==> config.mk <==
export PLATFORM = sky130hd
export DESIGN_NAME = mac_tile_gen
export DESIGN_NICKNAME = d
export VERILOG_FILES = /design/src/rtl/mac_tile_gen.sv
export SDC_FILE = /design/constraint.sdc
export NUM_CORES = 1
export LEC_CHECK = 0
export ABC_AREA = 0
export BUFFER_PORTS_ARGS = -buffer_cell sky130_fd_sc_hd__buf_4
export CAP_MARGIN = 25
export CORE_MARGIN = 2
export CORE_UTILIZATION = 30
export CTS_BUF_LIST = sky130_fd_sc_hd__clkbuf_4
export DETAILED_ROUTE_END_ITERATION = 6
export PLACE_DENSITY = 0.57
export SLEW_MARGIN = 20
export SYNTH_ARGS = -nofsm -noshare
export SYNTH_HDL_FRONTEND = slang
export SYNTH_SLANG_ARGS = --single-unit
==> constraint.sdc <==
create_clock -name clk -period 7.98 [get_ports clk]
set_input_delay 0.798 -clock clk [delete_from_list [all_inputs] [get_ports clk]]
set_output_delay 0.798 -clock clk [all_outputs]
set_load 0.01 [all_outputs]
==> src/rtl/mac_tile_gen.sv <==
`default_nettype none
// ============================================================================
// Module   : mac_tile_gen
// Purpose  : Systolic MAC processing element. Supports full-precision or
//            sliced activations (bw/slice_bw slices, one stored weight per
//            slice). Operates in weight-stationary psum pass-through mode or
//            output-stationary mode, which adds an accumulator and a
//            flush/drain instruction.
//            bw must be an integer multiple of slice_bw with bw/slice_bw >= 2.
// Revision : 1.0 - initial release
// ============================================================================
module mac_tile_gen #(
  parameter int bw       = 4,
  parameter int psum_bw  = 16,
  parameter int slice_bw = 2
) (
  input  logic               clk,
  input  logic               reset,
  input  logic [bw-1:0]      in_w,
  output logic [bw-1:0]      out_e,
  input  logic [2:0]         inst_w,
  output logic [2:0]         inst_e,
  input  logic [psum_bw-1:0] in_n,
  output logic [psum_bw-1:0] out_s,
  input  logic               mode,
  input  logic               os_mode
);

  localparam int c_ns    = bw / slice_bw;
  localparam int c_cnt_w = (c_ns > 1) ? $clog2(c_ns) : 1;
  localparam logic [c_cnt_w-1:0] c_last_slot = c_cnt_w'(c_ns - 1);

  // Registered state
  logic [bw-1:0]      r_a;
  logic [bw-1:0]      r_b [c_ns];
  logic [psum_bw-1:0] r_c;
  logic [psum_bw-1:0] r_acc;
  logic [psum_bw-1:0] r_d;
  logic [c_cnt_w-1:0] r_load_cnt;
  logic               r_inst_ld;
  logic [1:0]         r_inst_hi;

  // Combinational nets
  logic [c_ns*bw-1:0] w_b_flat;
  logic [psum_bw-1:0] w_prod_reg;
  logic [psum_bw-1:0] w_prod_in;
  logic [psum_bw-1:0] w_acc_next;
  logic               w_flush;
  logic               w_load_last;

  // Weights are signed, activations (and slices) unsigned. Working at
  // psum_bw directly gives the sign-extended, wrapping product for free.
  function automatic logic [psum_bw-1:0] f_prod(
    input logic [bw-1:0]      act,
    input logic               sliced,
    input logic [c_ns*bw-1:0] wts
  );
    logic [psum_bw-1:0] sum;
    logic [psum_bw-1:0] a_ext;
    logic [psum_bw-1:0] b_ext;
    sum = '0;
    if (!sliced) begin
      a_ext = psum_bw'(act);
      b_ext = psum_bw'($signed(wts[bw-1:0]));
      sum   = a_ext * b_ext;
    end else begin
      for (int k = 0; k < c_ns; k++) begin
        a_ext = psum_bw'(act[k*slice_bw +: slice_bw]);
        b_ext = psum_bw'($signed(wts[k*bw +: bw]));
        sum   = sum + a_ext * b_ext;
      end
    end
    return sum;
  endfunction

  // Flatten the weight bank so it can be handed to the product function
  generate
    for (genvar k = 0; k < c_ns; k++) begin : g_flat
      assign w_b_flat[k*bw +: bw] = r_b[k];
    end
  endgenerate

  // Product of the latched activation (WS output) and of the incoming
  // activation (OS accumulate, which uses the weights before any same-cycle load)
  assign w_prod_reg  = f_prod(r_a, mode, w_b_flat);
  assign w_prod_in   = f_prod(in_w, mode, w_b_flat);
  assign w_acc_next  = (os_mode && inst_w[1]) ? (r_acc + w_prod_in) : r_acc;
  assign w_flush     = os_mode & inst_w[2];
  assign w_load_last = (r_load_cnt == c_last_slot);

  assign out_e  = r_a;
  assign inst_e = {r_inst_hi, r_inst_ld};
  assign out_s  = os_mode ? r_d : (r_c + w_prod_reg);

  // Activation latch, psum capture and execute/flush forwarding
  always_ff @(posedge clk or negedge reset) begin
    if (!reset) begin
      r_a       <= '0;
      r_c       <= '0;
      r_inst_hi <= 2'b00;
    end else begin
      if (inst_w[0] || inst_w[1]) begin
        r_a <= in_w;
      end
      r_c       <= in_n;
      r_inst_hi <= inst_w[2:1];
    end
  end

  // Weight load: broadcast in full mode, one slot per cycle in sliced mode.
  // Leaving sliced loading (idle or switching to full mode) restarts at slot 0.
  always_ff @(posedge clk or negedge reset) begin
    if (!reset) begin
      for (int k = 0; k < c_ns; k++) begin
        r_b[k] <= '0;
      end
      r_load_cnt <= '0;
      r_inst_ld  <= 1'b0;
    end else if (inst_w[0]) begin
      if (!mode) begin
        for (int k = 0; k < c_ns; k++) begin
          r_b[k] <= in_w;
        end
        r_load_cnt <= '0;
        r_inst_ld  <= 1'b1;
      end else begin
        r_b[r_load_cnt] <= in_w;
        r_inst_ld       <= w_load_last;
        r_load_cnt      <= w_load_last ? '0 : (r_load_cnt + 1'b1);
      end
    end else begin
      r_load_cnt <= '0;
      r_inst_ld  <= 1'b0;
    end
  end

  // Output-stationary accumulator and drain register
  always_ff @(posedge clk or negedge reset) begin
    if (!reset) begin
      r_acc <= '0;
      r_d   <= '0;
    end else if (w_flush) begin
      r_d   <= w_acc_next;
      r_acc <= '0;
    end else begin
      r_d   <= in_n;
      r_acc <= w_acc_next;
    end
  end

endmodule
`default_nettype wire

# --- After elaboration in Yosys (flattened, before gate mapping) ---
# Index checks and enable logic that the tools add are counted.
# Widths: inputs -> output; s select.
totals:
  regBits: 64
  inputBits: 27
  out_inout_bits: 23
op_classes:
  n_addsub: 5
  mul: 6
  magnitude_cmp: 2
  n_mux: 15
  bitwise_logic: 2
  reduce_logical: 3
ops:
  columns: ["op", "count"]
  rows:
  - ["$mux 16", 6]
  - ["$add 16x16->16", 2]
  - ["$mul 3x4->7", 4]
  - ["$mul 5x4->9", 2]
  - ["$add 7x7->8", 2]
  - ["$bwmux 8", 1]
  - ["$mux 8", 1]
  - ["$mux 1", 5]
  - ["$demux 4 s1", 1]
  - ["$mux 4", 1]
  - ["$ge 2x2->1 const B", 1]
  - ["$logic_and 1x1->1", 2]
  - ["$lt 2x1->1 const B", 1]
  - ["$not 1->2", 1]
  - ["$add 1x1->1 const B", 1]
  - ["$and 1x1->1", 1]
  - ["$logic_or 1x1->1", 1]

# --- Logic depth before layout (Yosys ltp) ---
logic_depth:
  depth_word: 7
  mapped_depth: 23
  mapped_depth_nobuf: 22

# --- Worst setup path before layout ---
# Ideal clock, no wire load.
synth_timing:
  kind: "reg2out"
  startpoint: "register r_a[2], in the netlist out_e[2]"
  endpoint: "output port out_s[13]"
  arrival_time_ps: 4975
  required_ps: 7182
  slack_ps: 2207
  stages_incl_launch_ff: 20
  n_path_buf: 0
  path_cell_list: "dfrtp_1 > nand2_1 > inv_1 > ha_1 > fa_1 > inv_1 > fa_1 > inv_1 > ha_1 > a211oi_1 > nor4_1 > nor4_1 > nand3_1 > ha_1 > a21oi_1 > o21ai_0 > o41ai_1 > o21ai_0 > xnor2_1 > o21ai_0"
synth_between:
  elab_chain_cells: 5
  word_cells_on_any_way: 6
  classes_between: "add/sub: 2; mul: 2; mux: 2"
synth_rtl:
  columns: ["item", "line", "text"]
  rows:
  - ["from (decl)", "34", "logic [bw-1:0] r_a;"]
  - ["from (signal assigned)", "103", "r_a <= in_w;"]
  - ["$mul 3x4->7", "70", "sum = sum + a_ext * b_ext;"]
  - ["$add 7x7->8", "70", null]
  - ["$mux 16 (*)", "62", "if (!sliced) begin"]
  - ["$add 16x16->16 (*)", "93", "assign out_s = os_mode ? r_d : (r_c + w_prod_reg);"]
  - ["$mux 16 (*)", "93", null]
  - ["to (decl)", "24", "output logic [psum_bw-1:0] out_s,"]
# Every way passes the cells marked *; elsewhere a longest branch is shown, timed or not.

# --- Worst setup path in the final report ---
layout_timing:
  startpoint: "register r_b[7] in the netlist's numbering"
  endpoint: "output port out_s[13]"
layout_between:
  elab_chain_cells: 5
  word_cells_on_any_way: 6
  classes_between: "add/sub: 2; mul: 2; mux: 2"
layout_rtl:
  columns: ["item", "line", "text"]
  rows:
  - ["from (decl)", "35", "logic [bw-1:0] r_b [c_ns];"]
  - ["from (signal, indexed assignment)", "122", "r_b[k] <= in_w;"]
  - ["from (signal, indexed assignment)", "127", "r_b[r_load_cnt] <= in_w;"]
  - ["$mul 3x4->7", "70", null]
  - ["$add 7x7->8", "70", null]
  - ["$mux 16 (*)", "62", null]
  - ["$add 16x16->16 (*)", "93", null]
  - ["$mux 16 (*)", "93", null]
# Marks and branches as above.

==> flow_summary.ini <==
[run_status]
status = complete, no violations

[clock_network]
clk_pin_slew_ns = 0.13
cts_tree = done
htreeDepth = 3
clock_insertion_delay_worst_skew_ns = 0.43
cts_root_buf = clkbuf_4
holdBufCountCts = 0
cts_sinks = 64
cts_buffer_depth = 2
cts_setup_buffers = 0
ctsResizeCount = 0
cts_buffers = 9

[timing]
rsz0062_at_grt = no
fmax_mhz = 142
tns_ns = 0
fin_crit_sh_pct = 88.1
layout_min_cycle_time_ns = 7.03
slew_viol_final = 0
relSlewSlack_pct = 42.0
finalHoldViolCount = 0
tightest_slew_ns = 0.868
setup_viol = 0
finClkSkew_ns = 0.0154

[worst_setup_path]
worst-setup-path-type = flip-flop to primary output
path_delay_family = adder cells
cp_max_fo = 11
cp.required_ns = 7.18
arrival_ns = 6.24
crit_path_end_kind = primary output
crit_chain = and2_1 > ha_1 > fa_1 > inv_1 > fa_1 > inv_1 > ha_1 > a211oi_1 > nor4_1 > nor4_1 > nand3_1 > ha_1 > a21oi_1 > o21ai_0 > o41ai_1 > o21ai_0 > xnor2_1 > o21ai_0 > buf_4
path_buf_inv = 3
cp_slowest_cell = fa_1
start_kind = flip-flop
cp_slowest_stage_delay_ns = 0.55

[global_route]
grt_pass1_wl_um = 25000
grt_max_degree = 65
grtUsageTotal_pct = 14.0
antenna_found_initial = 1
grt_overflow = 0
grt_pass1_vias = 4936

[drt]
routed_wl_um = 15100
vias_per_cell = 4.82
ant_nets = 0
firstDrtPassIters = 4
vias = 5039
first_iter_violations = 260
wl_per_cell_um = 14.4
drc = 0

[synthesis]
syn-num-nets = 879
yosys_register_bits = 64
synth.most_common_cell = ha_1
ys.flop_type = dfrtp_1
syn_area_um2 = 6460
yosys-top-cells-area = dfrtp_1 25%, ha_1 19%, fa_1 9.3%
synth_warnings = 0
synth_edf_count = 0
synthDistinctLibCells = 59
yosysSeqAreaShare_pct = 24.8
syn_avg_cell_area_um2 = 8.89
ys_async_sr_fraction_pct = 100
synth_common_cells = 96 x ha_1, 90 x inv_1, 72 x nand2_1
synth_top_area_share_pct = 24.8
syn_inst = 726
synth_area_leader_cell = dfrtp_1

[layout]
n_fill_cell = 2191
stdcell_area_um2 = 7210
fin_cells = 1046
syn_to_final_growth_pct = 11.6
layout-drive-gt1-share_pct = 11.6
final_nets = 918

[place]
hpwl_um = 12200
dp_cells = 1029
gp_congestion = 0.866
io_buffers = 49
placed_area_um2 = 7060

[pwr]
power_density_nw_per_um2 = 278
totalPowerFinal_mw = 2.01
ir_drop_mv = 0.0843
leakage_nw = 3.60

[die]
io_pins = 50
rows = 53
coreArea_um2 = 21100
dieArea_um2 = 22700
chipWidth_um = 151
start_util_pct = 30.6
die_h_um = 151

[run]
drv_cap = 0

[worst_hold_path]
hold_class = primary input to asynchronous set/reset pin
==> worst register-to-register path: stages (launching register included) <==
cell and delay (ns):
dfrtp_1 0.53, and2_1 0.25, ha_1 0.30, inv_1 0.06
fa_1 0.50, fa_1 0.55, inv_1 0.04, ha_1 0.36
o21ai_2 0.10, o211a_1 0.23, nor4_4 0.33, nand3_2 0.27
ha_1 0.43, a211o_1 0.30, a21oi_1 0.25, o221ai_1 0.16
a41oi_2 0.18, xor2_1 0.12, or3_1 0.34, a31oi_1 0.18
==> state kept, by name (all words and copies together), names as in the netlist <==
register / flops
r_acc: 16
r_b: 8
r_inst_ld: 1
out_e: 4
r_c: 16
r_d: 16
r_inst_hi: 2
r_load_cnt: 1
==> cells in the final DEF, fill, tap and decap left out, types with 14 or more instances in the layout <==
master / netlist / final
a21o_1: 17 / 17
a21oi_1: 39 / 39
and2_1: 36 / 36
buf_4: 2 / 49
dfrtp_1: 64 / 64
fa_1: 30 / 30
ha_1: 96 / 96
inv_1: 90 / 90
mux2_2: 16 / 16
nand2_1: 72 / 72
nor2_1: 40 / 40
o21ai_0: 48 / 48
xnor2_1: 14 / 14
xor2_1: 19 / 19
==> kinds of logic after synthesis <==
group / synth area share [%]
xor+xnor: 4.48
mux: 3.72
flops: 24.8
buf+inv: 6.94
fa+ha+maj: 27.9
simple gates: 16.5
compound gates: 15.7
==> per-stage QoR <==
stage          util (%)  setup slack, ns  hold slack, ns
6_report           34.2            0.946           0.420
5_1_grt            34.2            0.458           0.450
4_1_cts            34.2            0.880           0.439
3_5_place_dp       33.5             1.39           0.438
3_3_place_gp       33.5             1.55           0.443
2_1_floorplan         -             2.21           0.419
==> final timing paths <==
check	startpoint	to	slack (ns)	cells after the start
worst max-delay path	r_b[7]	out_s[13]	0.95	19
worst min-delay path	reset	r_acc[12]	0.42	1
worst max register to register	r_b[7]	r_d[15]	2.45	19
worst min register to register	r_load_cnt	r_load_cnt	0.45	1
max in group asynchronous	reset	r_inst_hi[0]	7.01	1
min in group clk	r_load_cnt	r_load_cnt	0.45	1
==> layer usage <==
layer | vias to the layer above | share of wire [%] | track usage [%]
met4 | 0 | 2.2 | 4.86
met5 | - | 0 | 0
met2 | 60 | 48 | 23.1
met3 | 17 | 2.2 | 1.73
met1 | 2376 | 48 | 18.8
li1 | 2586 | - | -
==> power by group <==
group          switching (mW)  internal, mW
Clock                   0.133        0.0978
Sequential             0.0431         0.381
Combinational           0.767         0.584
==> area by class of cell <==
| type | instances | area (µm²) | area share [%] |
|---|---|---|---|
| diodes | 1 | 2.50 | 0.0347 |
| repair buffers | 49 | 368 | 5.10 |
| clock buffers | 9 | 67.6 | 0.937 |
| flip-flops and latches | 64 | 1600 | 22.2 |
| multi-input cells | 551 | 4410 | 61.2 |
| inverters | 90 | 338 | 4.69 |
| clock inverters | 7 | 78.8 | 1.09 |
| well taps | 275 | 344 | 4.77 |
No activity file was read; power rests on OpenSTA's default activity.
